<file path="src/rtl/l1_pkg.sv">
// Shared types and field widths for the L1 read cache.
// Address layout: {tag[10:8], index[7:4], offset[3:0]}.
package l1_pkg;
  localparam int OFFSET_W = 4;
  localparam int INDEX_W  = 4;
  localparam int TAG_W    = 3;
  localparam int ADDR_W   = OFFSET_W + INDEX_W + TAG_W;
  localparam int DATA_W   = 32;
  localparam int CNT_W    = 16;

  typedef enum logic [2:0] {
    IDLE,
    LOOKUP,
    L2_REQ,
    L2_WAIT,
    MEM_WAIT
  } state_t;

  function automatic logic [CNT_W-1:0] sat_inc(input logic [CNT_W-1:0] v);
    return (&v) ? v : v + 1'b1;
  endfunction
endpackage

</file>
<file path="src/rtl/l1_tag_array.sv">
// Direct-mapped valid/tag/data storage: combinational read, synchronous fill.
// Valid bits clear asynchronously on reset; tag and data contents are left as-is.
module l1_tag_array
  import l1_pkg::*;
#(
  parameter int NUM_BLOCKS = 16
) (
  input  logic              clk,
  input  logic              rst_n,
  input  logic [INDEX_W-1:0] index,
  output logic              rd_valid,
  output logic [TAG_W-1:0]  rd_tag,
  output logic [DATA_W-1:0] rd_data,
  input  logic              fill_en,
  input  logic [TAG_W-1:0]  fill_tag,
  input  logic [DATA_W-1:0] fill_data
);
  logic [NUM_BLOCKS-1:0] valid;
  logic [TAG_W-1:0]      tags  [NUM_BLOCKS];
  logic [DATA_W-1:0]     words [NUM_BLOCKS];

  always_ff @(posedge clk or negedge rst_n) begin
    if (!rst_n) begin
      valid <= '0;
    end else if (fill_en) begin
      valid[index] <= 1'b1;
    end
  end

  always_ff @(posedge clk) begin
    if (fill_en) begin
      tags[index]  <= fill_tag;
      words[index] <= fill_data;
    end
  end

  assign rd_valid = valid[index];
  assign rd_tag   = tags[index];
  assign rd_data  = words[index];
endmodule

</file>
<file path="src/rtl/l1_cache.sv">
// Read-only direct-mapped L1: hit done 2 edges after accept, misses go to L2 then memory.
// One request at a time; cpu_busy is high outside IDLE and new requests are ignored then.
module l1_cache
  import l1_pkg::*;
#(
  parameter int CACHE_SIZE = 256,
  parameter int BLOCK_SIZE = 16
) (
  input  logic              clk,
  input  logic              rst_n,
  input  logic              cpu_req,
  input  logic [ADDR_W-1:0] cpu_addr,
  output logic              cpu_busy,
  output logic              cpu_done,
  output logic [DATA_W-1:0] cpu_data,
  output logic              l1_miss,
  output logic [ADDR_W-1:0] l2_addr,
  input  logic              l2_hit,
  input  logic              l2_miss,
  input  logic [DATA_W-1:0] l2_data,
  output logic              mem_req,
  output logic [ADDR_W-1:0] mem_addr,
  input  logic              mem_ack,
  input  logic [DATA_W-1:0] mem_data,
  output logic [CNT_W-1:0]  l1_hits,
  output logic [CNT_W-1:0]  l2_hits,
  output logic [CNT_W-1:0]  mem_fills
);
  localparam int NUM_BLOCKS = CACHE_SIZE / BLOCK_SIZE;

  state_t              state, state_nxt;
  logic                done_nxt, miss_nxt, mem_req_nxt;
  logic [DATA_W-1:0]   data_nxt;
  logic [ADDR_W-1:0]   addr_nxt;
  logic                fill_en;
  logic [DATA_W-1:0]   fill_data;
  logic                inc_l1, inc_l2, inc_mem;
  logic                rd_valid;
  logic [TAG_W-1:0]    rd_tag;
  logic [DATA_W-1:0]   rd_data;
  logic [INDEX_W-1:0]  blk_index;
  logic [TAG_W-1:0]    blk_tag;

  assign blk_index = l2_addr[OFFSET_W +: INDEX_W];
  assign blk_tag   = l2_addr[OFFSET_W + INDEX_W +: TAG_W];

  l1_tag_array #(.NUM_BLOCKS(NUM_BLOCKS)) u_tag_array (
    .clk      (clk),
    .rst_n    (rst_n),
    .index    (blk_index),
    .rd_valid (rd_valid),
    .rd_tag   (rd_tag),
    .rd_data  (rd_data),
    .fill_en  (fill_en),
    .fill_tag (blk_tag),
    .fill_data(fill_data)
  );

  always_ff @(posedge clk or negedge rst_n) begin
    if (!rst_n) begin
      state <= IDLE;
    end else begin
      state <= state_nxt;
    end
  end

  always_comb begin
    state_nxt   = state;
    done_nxt    = 1'b0;
    miss_nxt    = 1'b0;
    mem_req_nxt = mem_req;
    data_nxt    = cpu_data;
    addr_nxt    = l2_addr;
    fill_en     = 1'b0;
    fill_data   = l2_data;
    inc_l1      = 1'b0;
    inc_l2      = 1'b0;
    inc_mem     = 1'b0;
    case (state)
      IDLE: begin
        if (cpu_req) begin
          addr_nxt  = cpu_addr;
          state_nxt = LOOKUP;
        end
      end
      LOOKUP: begin
        if (rd_valid && (rd_tag == blk_tag)) begin
          data_nxt  = rd_data;
          done_nxt  = 1'b1;
          inc_l1    = 1'b1;
          state_nxt = IDLE;
        end else begin
          miss_nxt  = 1'b1;
          state_nxt = L2_REQ;
        end
      end
      L2_REQ: state_nxt = L2_WAIT;
      L2_WAIT: begin
        // A simultaneous hit and miss from L2 is resolved as a miss.
        if (l2_miss) begin
          mem_req_nxt = 1'b1;
          state_nxt   = MEM_WAIT;
        end else if (l2_hit) begin
          fill_en   = 1'b1;
          fill_data = l2_data;
          data_nxt  = l2_data;
          done_nxt  = 1'b1;
          inc_l2    = 1'b1;
          state_nxt = IDLE;
        end
      end
      MEM_WAIT: begin
        if (mem_ack) begin
          mem_req_nxt = 1'b0;
          fill_en     = 1'b1;
          fill_data   = mem_data;
          data_nxt    = mem_data;
          done_nxt    = 1'b1;
          inc_mem     = 1'b1;
          state_nxt   = IDLE;
        end
      end
      default: state_nxt = IDLE;
    endcase
  end

  always_ff @(posedge clk or negedge rst_n) begin
    if (!rst_n) begin
      cpu_busy  <= 1'b0;
      cpu_done  <= 1'b0;
      cpu_data  <= '0;
      l1_miss   <= 1'b0;
      l2_addr   <= '0;
      mem_req   <= 1'b0;
      mem_addr  <= '0;
      l1_hits   <= '0;
      l2_hits   <= '0;
      mem_fills <= '0;
    end else begin
      cpu_busy <= (state_nxt != IDLE);
      cpu_done <= done_nxt;
      cpu_data <= data_nxt;
      l1_miss  <= miss_nxt;
      l2_addr  <= addr_nxt;
      mem_req  <= mem_req_nxt;
      mem_addr <= mem_req_nxt ? addr_nxt : '0;
      if (inc_l1)  l1_hits   <= sat_inc(l1_hits);
      if (inc_l2)  l2_hits   <= sat_inc(l2_hits);
      if (inc_mem) mem_fills <= sat_inc(mem_fills);
    end
  end
endmodule

</file>
<file path="config.mk">
export PLATFORM = sky130hd
export DESIGN_NAME = l1_cache
export DESIGN_NICKNAME = d
export VERILOG_FILES = /design/src/rtl/l1_pkg.sv /design/src/rtl/l1_tag_array.sv /design/src/rtl/l1_cache.sv
export SDC_FILE = /design/constraint.sdc
export NUM_CORES = 1
export LEC_CHECK = 0
export CORE_MARGIN = 1
export CORE_UTILIZATION = 53
export CTS_CLUSTER_DIAMETER = 100
export DETAILED_ROUTE_END_ITERATION = 10
export PLACE_DENSITY = 0.76
export SLEW_MARGIN = 20
export SYNTH_ARGS = -nofsm -noshare
export SYNTH_HDL_FRONTEND = slang
export SYNTH_SLANG_ARGS = --single-unit
</file>
<file path="constraint.sdc">
create_clock -name clk -period 4.98 [get_ports clk]
set_input_delay 0.996 -clock clk [delete_from_list [all_inputs] [get_ports clk]]
set_output_delay 0.996 -clock clk [all_outputs]
set_load 0.005 [all_outputs]
</file>
Word-level counts from Yosys, hierarchy flattened

Memories as Yosys holds them, arrays and structs flattened.
Index checks and enable logic that the tools add are counted.

Register bits after elaboration: 125
Input port bits: 81
Memories kept: 2
Word-level logic and storage cells: 80
Bits in writable memories: 560

Add/subtract/negate cells: 3
Bitwise gates (word level): 4
Eq/ne operators: 9
Multiplexer cells: 36
Reduce and logical (&&, ||, !) cells: 12
Order comparisons: 2

Memory list:

| name              | depth | width | rd ports | clocked after Yosys merged registers in | wr ports | RTL line           | text |
|---|---|---|---|---|---|---|---|
| u_tag_array.words | 16    | 32    | 1        | 0                                       | 1        | l1_tag_array.sv:20 | `logic [DATA_W-1:0] words [NUM_BLOCKS];` |
| u_tag_array.tags  | 16    | 3     | 1        | 0                                       | 1        | l1_tag_array.sv:19 | `logic [TAG_W-1:0] tags [NUM_BLOCKS];` |

Operator list:

| kind                  | number |
|---|---|
| $mux 32               | 6 |
| $pmux 32 s3           | 1 |
| $add 16x1->16 const B | 3 |
| $reduce_and 16->1     | 3 |
| $mux 11               | 3 |
| $or 16x16->16         | 1 |
| $mux 1                | 15 |
| $pmux 3 s5            | 1 |
| $mux 3                | 4 |
| $ne 2x2->1 const B    | 4 |
| $eq 3x2->1 const B    | 2 |
| $reduce_and 2->1      | 3 |
| $reduce_bool 3->1     | 2 |
| $lt 4x5->1 const B    | 1 |
| $reduce_and 5->1      | 1 |
| $bmux 1 s4            | 1 |
| $demux 1 s4           | 1 |
| $ge 4x1->1 const B    | 1 |
| $pmux 1 s2            | 2 |
| $eq 3x1->1 const B    | 1 |
| $eq 3x3->1            | 1 |
| $eq 3x3->1 const B    | 1 |
| $logic_not 3->1       | 1 |
| $not 1->1             | 3 |
| other kinds (3)       | 4 |

Longest topological paths before layout

Gate-level depths: netlist of the first run.

Depth in word-level cells: 6
Depth in mapped cells: 10
Gate-level depth less buffers: 7

By module

From an unflattened synthesis of the first run, not the netlist that was laid out.

Cell total of the unflattened synthesis: 1611
Area total of the unflattened synthesis: 27616.5 um^2

By module, submodules not included:

| module       | area an instance (um^2) | cells each | instances |
|---|---|---|---|
| l1_tag_array | 21648.3                 | 921        | 1 |
| l1_cache     | 5968.2                  | 690        | 1 |

Worst setup path before layout of the first run

No wires, ideal clock.

Kind: input to register
From: input mem_ack
To: memory u_tag_array.tags[1][0], enable pin
Required time: 4.508 ns
Library setup time: 0.472 ns
Slack: 0.660 ns
Stages on the path: 4
Arrival: 3.847 ns
Cells stage by stage: nand2_1 -> nand2_1 -> nand2_1 -> nor3_1

Word-level cells in the longest chain between the ends: 4

Ends and longest elaborated chain:

| element                      | RTL line           | text |
|---|---|---|
| start, declared              | l1_cache.sv:23     | `input logic mem_ack,` |
| $mux 1                       | l1_cache.sv:113    | `if (mem_ack) begin` |
| $pmux 1 s2                   | l1_cache.sv:79     | `case (state)` |
| $mux 1                       | l1_tag_array.sv:31 | `if (fill_en) begin` |
| $mux 1 (not written as such) | l1_tag_array.sv:32 | `tags[index] <= fill_tag;` |
| end, declared                | l1_tag_array.sv:19 |  |

Every way passes these cells.

Final worst setup path of the first run

From: register l2_addr[5]
To: register cpu_data[4]

Word-level cells in the longest chain between the ends: 5
Elaborated cells between the ends (all ways): 10
Classes of those cells: eq/ne (2); mux (4); reduce/logical (2); memory (2)

Ends and longest elaborated chain:

| element                                    | RTL line                           | text |
|---|---|---|
| start, declared                            | l1_cache.sv:17                     | `output logic [ADDR_W-1:0] l2_addr,` |
| start signal, assigned                     | l1_cache.sv:144                    | `l2_addr <= addr_nxt;` |
| $mem_v2 16x3 or $bmux 1 s4 (tied branches) | --                                 |  |
| $eq 3x3->1 or $mux 1 (tied branches)       | l1_cache.sv:87, l1_tag_array.sv:37 |  |
| $logic_and 1x1->1                          | l1_cache.sv:87                     | `if (rd_valid && (rd_tag == blk_tag)) begin` |
| $ne 2x2->1 (no source line)                | --                                 |  |
| $reduce_and 5->1 (no source line)          | --                                 |  |
| end signal, assigned                       | l1_cache.sv:142                    | `cpu_data <= data_nxt;` |
| end, declared                              | l1_cache.sv:15                     | `output logic [DATA_W-1:0] cpu_data,` |

Several ways; a longest one is shown, not always the timed one. The select of a mux whose other input is x is not followed.
A chain may end at the register's enable or synchronous reset.

==> results of run 1 <==
==> registers in the layout, indices dropped and copies added (netlist names) <==
signal	count
l1_miss	1
u_tag_array.tags	48
state	3
cpu_data	32
mem_fills	16
l1_hits	16
u_tag_array.words	512
u_tag_array.valid	16
mem_req	1
cpu_done	1
cpu_busy	1
l2_addr	11
l2_hits	16
mem_addr	11
==> power groups by stage <==
stage	sequential, mW	combinational (mW)	clock [mW]
after floorplan	7.09	3.22	0
after global placement	7.42	4.50	0
after detailed placement	7.44	4.57	0
after CTS	7.33	4.66	5.49
after global routing	7.40	4.94	5.67
final	7.33	4.60	5.40
==> cell type report <==
cell class / count / area [um2]
clock buffer: 93 / 1960
clock inverter: 30 / 413
fill: 3298 / 17800
inverter: 39 / 146
multi-input combinational: 632 / 6930
sequential: 685 / 20000
tap: 672 / 841
timing repair buffer: 225 / 2280
==> cells in the mapped netlist, drive strengths merged (3+ instances only) <==
library cell / number
mux2: 44
nor4: 4
and4: 7
and2: 3
inv: 39
buf: 28
nand3: 18
nor4b: 3
nand4: 10
a22oi: 37
mux2i: 9
xnor2: 23
a21oi: 4
dfrtp: 125
nor2: 35
nor3: 17
or2: 17
o21ai: 34
clkbuf: 43
and3: 7
nand2: 127
mux4: 173
edfxtp: 560
ha: 3
xor2: 22
nor2b: 14
==> worst max-delay path, cell delays in order, from the launching register on <==
cell      delay [ps]
dfrtp_4         1070
buf_4            520
mux4_2           270
and2_1           120
a211oi_1          50
a21oi_1          340
nand4_4          340
o21bai_4         240
buf_4            370
mux2_1           380
==> metal layers <==
metal / vias to the layer above / routed length (um) / global-route usage [%]
li1: 6101 / - / -
met1: 7533 / 24600 / 32.6
met2: 694 / 31400 / 40.6
met3: 99 / 4760 / 4.47
met4: 0 / 1500 / 7.89
met5: - / 0 / 0
==> cells by family (layout without fill, tap and decap cells) <==
| family | after synthesis | after routing | share of synthesized area (%) |
|---|---|---|---|
| compound gates | 84 | 84 | 2.04 |
| xor+xnor | 45 | 45 | 1.48 |
| fa+ha+maj | 3 | 3 | 0.138 |
| buf+inv | 110 | 387 | 1.70 |
| flops | 685 | 685 | 73.3 |
| mux | 226 | 226 | 16.5 |
| simple gates | 274 | 274 | 4.89 |
==> through the flow <==
step	hold slack [ps]	power, mW
global placement	447	11.9
CTS	466	17.5
detailed placement	451	12.0
finish	465	17.3
global route	484	18.0
floorplan	434	10.3
==> worst max path at each step <==
stage                         start                          endpoint  depth (start not counted)
5_1_grt        l2_addr[5]$_DFF_PN0_           cpu_data[4]$_DFFE_PN0P_                          9
6_report       l2_addr[5]$_DFF_PN0_           cpu_data[4]$_DFFE_PN0P_                          9
3_3_place_gp   l2_addr[5]$_DFF_PN0_          cpu_data[18]$_DFFE_PN0P_                          9
3_5_place_dp   l2_addr[5]$_DFF_PN0_          cpu_data[17]$_DFFE_PN0P_                          7
4_1_cts        l2_addr[5]$_DFF_PN0_           cpu_data[4]$_DFFE_PN0P_                          7
2_1_floorplan               mem_ack  u_tag_array.tags[1][0]$_DFFE_PP_                          4
==> results.cfg, run 1 <==
[placed_design]
placed_area_um2 = 30200
place_inst = 2253
place_ws_ps = 1160
hpwl_um = 34700
gp_congestion = 0.805
io_buffer_count = 186

[floorplan]
start_util_pct = 54.0
die_w_um = 229
io_pins = 187
die-area_um2 = 52300
core-area_um2 = 50400
dieHeight_um = 229
rows = 82

[synth]
synth-edff-count = 560
ys_ff_latch = 685
synth_top_area_share_pct = 61.8
syn_area_per_cell_um2 = 19.1
syn-num-nets = 1511
synth_top_area_cell = edfxtp_1
yosysWarnings = 0
ys.flop_type = edfxtp_1
netlist_instances = 1427
synth_cell_type_count = 49
synth-seq-area-share_pct = 73.3
syn_area_um2 = 27200
synthArstFlopShare_pct = 18.2
synthTopCellsByArea = edfxtp_1 62%, mux4_2 14%, dfrtp_1 11%, nand2_1 1.8%, mux2_1 1.2%

[grt]
track_usage_pct = 24.3
grt_pass1_vias = 15100
grt_max_degree = 99
overflow = 0
antenna_found_initial = 0
grt_first_pass_wirelength_um = 93500

[cts]
cts_tree = yes
htreeDepth = 3
cts_root_buf = clkbuf_16
clk_latency_ps = 590
cts_made_buffers = 68
ctsLongestPathBuffers = 3
cts_setup_buffers = 0
hold_buffers = 0
clk_pin_slew_worst_paths_ps = 60
cts.sinks = 685
cts_resized = 0

[power]
ir_worst_vdd_mv = 0.285
switchingPower_mw = 4.80
switching_share_pct = 27.7
intPower_mw = 12.5
share_comb_of_total_power_pct = 26.5
clkPwrFrac_pct = 31.2
seqPwrFrac_pct = 42.3
power_density_nw_per_um2 = 533
leakage_nw = 11.3

[setup_path]
worstPathArrival_ps = 4350
path_max_fanout = 62
crit_type = reg -> reg
critPathCaptureType = register
required_ps = 5440
cp-start-kind = register
ff2ff_path_depth = 9
ff2ff_setup_slack_ps = 1090
r2r_start = l2_addr[5]$_DFF_PN0_
r2r_end = cpu_data[4]$_DFFE_PN0P_

[cells_and_area]
final_cell_mix = 560 x edfxtp_1, 185 x clkdlybuf4s50_1, 173 x mux4_2
area_growth_pct = 19.5
final_core_util_pct = 64.6
layoutNonFillerInstCount = 2376
final_common_cell = edfxtp_1
postLayoutCellArea_um2 = 32500
fin_nets = 1735
antenna_cells = 0
layout-drive-gt1-share_pct = 22.3

[timing]
rsz0062_at_grt = no
worst_slew_pin_slew_ps = 1000
finalSetupTns_ps = 0
post-route-period-util_pct = 78.2
finClkSkew_ps = 18.2
fmax_mhz = 257
layout_setup_ws_ps = 1090
hold_viol = 0
period_needed_ps = 3890
finalSetupViolations = 0
slew_headroom_pct = 33.2
drv_slew = 0

[route]
drc = 0
detail_route.first_pass.iterations = 7
routed_wl_um = 62200
drt_iter0_drc = 1393
routed_via_density = 6.07
wl_per_cell_um = 26.2
antenna_left = 0
num_vias = 14400

[worst_hold_path]
worstHoldPathCells = 1
worstHoldEndpoint = u_tag_array.valid[11]$_DFFE_PN0P_
hold_start = u_tag_array.valid[11]$_DFFE_PN0P_
hold_class = reg -> reg

[outcome]
status = completed

[job]
drv_cap = 0
Power figures use the tool's default switching activity.
==> inputs of run 2 (changes only) <==
==> constraint.sdc (replaced) <==
create_clock -name clk -period 3.71 [get_ports clk]
set_input_delay 0.742 -clock clk [delete_from_list [all_inputs] [get_ports clk]]
set_output_delay 0.742 -clock clk [all_outputs]
set_load 0.005 [all_outputs]
==> results.cfg, run 2 (synthesis results as in run 1) <==
[cells_and_area]
final_core_util_pct = 64.5
nFillCells = 3347
reg_top3 = u_tag_array.words: 512 flops, u_tag_array.tags: 48 flops, cpu_data: 32 flops
largest_reg_flops = 512
fin_nets = 1755
layout-drive-gt1-share_pct = 22.6
area_growth_pct = 19.5
final_cell_mix = 560 x edfxtp_1, 185 x clkdlybuf4s50_1, 173 x mux4_2
final_common_cell = edfxtp_1
regMostFlops = u_tag_array.words
postLayoutCellArea_um2 = 32500

[cts]
clk_pin_slew_worst_paths_ps = 60
cts_made_buffers = 70
cts_tree = yes
hold_buffers = 0
cts_resized = 0
htreeDepth = 3
cts_setup_buffers = 0
clk_latency_ps = 610
ctsLongestPathBuffers = 3
cts_root_buf = clkbuf_16
cts.sinks = 685

[route]
detail_route.first_pass.iterations = 6
routed_wl_um = 63000
num_vias = 14700
drc = 0
routed_via_density = 6.15
drt_iter0_drc = 1479
antenna_left = 0
wl_per_cell_um = 26.3

[placed_design]
hpwl_um = 36000
placed_area_um2 = 30300
place_ws_ps = 244
gp_congestion = 0.821
io_buffer_count = 186

[power]
power_density_nw_per_um2 = 706
leakage_nw = 11.3
fin_total_pwr_mw = 23.0
ir_worst_vdd_mv = 0.431

[setup_path]
cp_slowest_cell = dfrtp_4
r2r_start = l2_addr[5]$_DFF_PN0_
critPathBufInv = 2
crit_type = reg -> reg
path_max_fanout = 32
critPathCaptureType = register
worstPathArrival_ps = 3930
cp-start-kind = register
max_stage_delay_ps = 680
cp-startpoint = l2_addr[5]$_DFF_PN0_
worstPathCellList = buf_4 > mux4_2 > and2_1 > a211oi_1 > a21oi_1 > nand4_4 > o21bai_4 > buf_4 > mux2_1
cp_top_family = buffers and inverters
cpMostUsedCell = buf_4
required_ps = 4180

[floorplan]
start_util_pct = 54.0
die_w_um = 229
dieHeight_um = 229
core-area_um2 = 50400
io_pins = 187
rows = 82
die-area_um2 = 52300

[timing]
hold_viol = 0
finalSetupViolations = 0
layout_setup_ws_ps = 242
period_needed_ps = 3470
finClkSkew_ps = 27.3
fmax_mhz = 288
slew_headroom_pct = 31.5
finalSetupTns_ps = 0
post-route-period-util_pct = 93.5
drv_slew = 0
worst_slew_pin_slew_ps = 1030
rsz0062_at_grt = no

[grt]
grt_max_degree = 93
grt_pass1_vias = 15300
grt_first_pass_wirelength_um = 94800
track_usage_pct = 24.7
antenna_found_initial = 0
overflow = 0

[worst_hold_path]
hold_class = in -> async

[outcome]
status = completed

[job]
drv_cap = 0
run 2: cell types whose count changed in the layout (fill, tap and decap cells not counted), moves of 3 or more:
cell and change:
bufinv_16 -3, buf_4 +22, buf_12 -4, clkbuf_1 +3, clkinv_1 +7, nor3_2 -4, nor3_4 +4
run 2: worst paths after layout:
kind	depth (start not counted)	slack, ps	to
min in group clk	1	460	u_tag_array.valid[8]$_DFFE_PN0P_
hold reg to reg	1	460	u_tag_array.valid[8]$_DFFE_PN0P_
setup reg to reg	9	240	cpu_data[0]$_DFFE_PN0P_
max in group asynchronous	2	2670	cpu_data[6]$_DFFE_PN0P_
hold / removal	1	190	mem_fills[12]$_DFFE_PN0P_
setup / recovery	9	240	cpu_data[0]$_DFFE_PN0P_
run 2: area by class of cell:
type	count	area, um2	area share (%)
Antenna cell	1	2.50	0.00770
Clock buffer	91	1890	5.82
Clock inverter	33	353	1.09
Inverter	39	146	0.450
Multi-Input combinational cell	632	6960	21.4
Sequential cell	685	20000	61.4
Tap cell	672	841	2.59
Timing Repair Buffer	243	2370	7.28
run 2: worst reg2reg max path: stages, from the launching register on:
cell and delay, ps:
dfrtp_4 680, buf_4 540, mux4_2 300, and2_1 120, a211oi_1 50, a21oi_1 270
nand4_4 310, o21bai_4 220, buf_4 420, mux2_1 420
run 2: metrics by stage:
| step | hold WS (ps) | std cells |
|---|---|---|
| 6_report | 191 | 2396 |
| 4_1_cts | 201 | 2395 |
| 5_1_grt | 230 | 2395 |
| 3_3_place_gp | 446 | 2271 |
| 3_5_place_dp | 448 | 2271 |
| 2_1_floorplan | 434 | 1427 |
run 2: layer usage:
layer  track usage, %  wire length, um  vias to the layer above
met4             8.10             1570                        0
met5                0                0                        -
met2             41.4            32100                      790
li1                 -                -                     6142
met1             32.7            24200                     7671
met3             4.92             5060                      122
run 2: power by group:
group,switching [mW],internal (mW)
Clock,2.83,4.09
Combinational,3.05,3.35
Sequential,0.561,9.08
Total,6.43,16.5
==> inputs of run 3 (changes only) <==
--- a/config.mk
+++ b/config.mk
@@ -6,10 +6,10 @@
 export NUM_CORES = 1
 export LEC_CHECK = 0
 export CORE_MARGIN = 1
-export CORE_UTILIZATION = 53
+export CORE_UTILIZATION = 59
 export CTS_CLUSTER_DIAMETER = 100
 export DETAILED_ROUTE_END_ITERATION = 10
-export PLACE_DENSITY = 0.76
+export PLACE_DENSITY = 0.83
 export SLEW_MARGIN = 20
 export SYNTH_ARGS = -nofsm -noshare
 export SYNTH_HDL_FRONTEND = slang
==> results.cfg, run 3 (synthesis results as in run 1) <==
[timing]
worst_slew_pin_slew_ps = 756
finalSetupTns_ps = 0
finClkSkew_ps = 27.7
period_needed_ps = 3460
hold_viol = 0
drv_slew = 0
finalSetupViolations = 0
slew_headroom_pct = 49.6
post-route-period-util_pct = 93.2
rsz0062_at_grt = no
fmax_mhz = 289

[cells_and_area]
antenna_cells = 0
largest_reg_flops = 512
layout-drive-gt1-share_pct = 23.2
fin_nets = 1751
final_common_cell = edfxtp_1
reg_top3 = u_tag_array.words: 512 flops, u_tag_array.tags: 48 flops, cpu_data: 32 flops
area_growth_pct = 19.9
regMostFlops = u_tag_array.words
final_cell_mix = 560 x edfxtp_1, 185 x clkdlybuf4s50_1, 173 x mux4_2
nFillCells = 2580

[cts]
cts_setup_buffers = 0
cts_made_buffers = 68
ctsLongestPathBuffers = 3
cts.sinks = 685
clk_latency_ps = 600
cts_root_buf = clkbuf_16
clk_pin_slew_worst_paths_ps = 60
hold_buffers = 0
htreeDepth = 3
cts_resized = 0
cts_tree = yes

[power]
ir_worst_vdd_mv = 0.518
leakage_nw = 11.4
power_density_nw_per_um2 = 722
fin_total_pwr_mw = 23.6

[setup_path]
cp-start-kind = register
critPathCaptureType = register
r2r_end = cpu_data[6]$_DFFE_PN0P_
ff2ff_setup_slack_ps = 250
crit_type = reg -> reg
path_max_fanout = 91
required_ps = 4180
worstPathArrival_ps = 3930
r2r_start = l2_addr[5]$_DFF_PN0_
ff2ff_path_depth = 9

[route]
drt_iter0_drc = 1913
routed_wl_um = 66800
routed_via_density = 6.56
drc = 0
antenna_left = 0
wl_per_cell_um = 28.7
num_vias = 15200
detail_route.first_pass.iterations = 5

[floorplan]
die_w_um = 217
rows = 78
core-area_um2 = 45500
die-area_um2 = 47000
io_pins = 187
start_util_pct = 59.8
dieHeight_um = 217

[placed_design]
hpwl_um = 36500
io_buffer_count = 186
gp_congestion = 0.818

[grt]
overflow = 0
track_usage_pct = 29.4
grt_util_met2_pct = 48.6
grt_pass1_vias = 15800
grt_max_degree = 92
grt_first_pass_wirelength_um = 99400
antenna_found_initial = 2
grtUsageMet1_pct = 38.2
met3_usage_pct = 5.27
busiest_layer = met2

[worst_hold_path]
hold_class = in -> async

[job]
drv_cap = 0

[outcome]
status = completed
run 3: cell types whose count changed in the layout (fill, tap and decap cells not counted), sizes merged:
cell	change
bufinv	+4
buf	-2
clkinv	-2
diode	-1
run 3: critical path, stage by stage (launching register included):
cell and delay (ps):
dfrtp_4 550, buf_12 420, mux4_2 330, and2_1 130
a211oi_1 70, a21oi_1 370, nand4_4 340, o21bai_4 260
buf_12 290, mux2_1 390
run 3: routing by layer:
layer  vias up  routed length, um  share of wire [%]
li1       6149                  -                  -
met1      7864              23700                 36
met2      1025              33700                 51
met3       208               6390                9.6
met4         0               2930                4.4
met5         -                  0                  0
run 3: final cells by class:
class                   count  area, um2  share of cell area [%]
clock buffers              91       1920                    5.89
clock inverters            35        480                    1.47
inverters                  39        146                   0.449
multi-input cells         632       6960                    21.3
flip-flops and latches    685      20000                    61.1
well taps                 600        751                    2.30
repair buffers            241       2430                    7.43
run 3: how the worst max path moves through the flow:
stage                               from                          endpoint  slack [ps]
finish              l2_addr[5]$_DFF_PN0_           cpu_data[6]$_DFFE_PN0P_         250
global route        l2_addr[5]$_DFF_PN0_          cpu_data[30]$_DFFE_PN0P_         170
CTS                 l2_addr[5]$_DFF_PN0_           cpu_data[8]$_DFFE_PN0P_         330
detailed placement  l2_addr[5]$_DFF_PN0_          cpu_data[17]$_DFFE_PN0P_         420
global placement    l2_addr[5]$_DFF_PN0_          cpu_data[17]$_DFFE_PN0P_         590
floorplan           l2_addr[7]$_DFF_PN0_  u_tag_array.tags[5][0]$_DFFE_PP_         160
run 3: stage by stage:
stage | instance area (um2) | utilization, % | cells | setup slack [ps] | hold WS [ps]
6_report | 32600 | 71.8 | 2323 | 253 | 180
5_1_grt | 32600 | 71.8 | 2323 | 174 | 233
4_1_cts | 32600 | 71.8 | 2323 | 333 | 197
3_5_place_dp | 30200 | 66.5 | 2197 | 418 | 450
3_3_place_gp | 30200 | 66.5 | 2197 | 592 | 446
2_1_floorplan | 27200 | - | 1427 | 156 | 434
run 3: where the power goes:
| group | switching [mW] | internal, mW | total, mW | leakage [nW] |
|---|---|---|---|---|
| clock network | 2.89 | 4.43 | 7.32 | 1.18 |
| logic | 3.26 | 3.38 | 6.64 | 3.57 |
| registers | 0.531 | 9.08 | 9.61 | 6.62 |
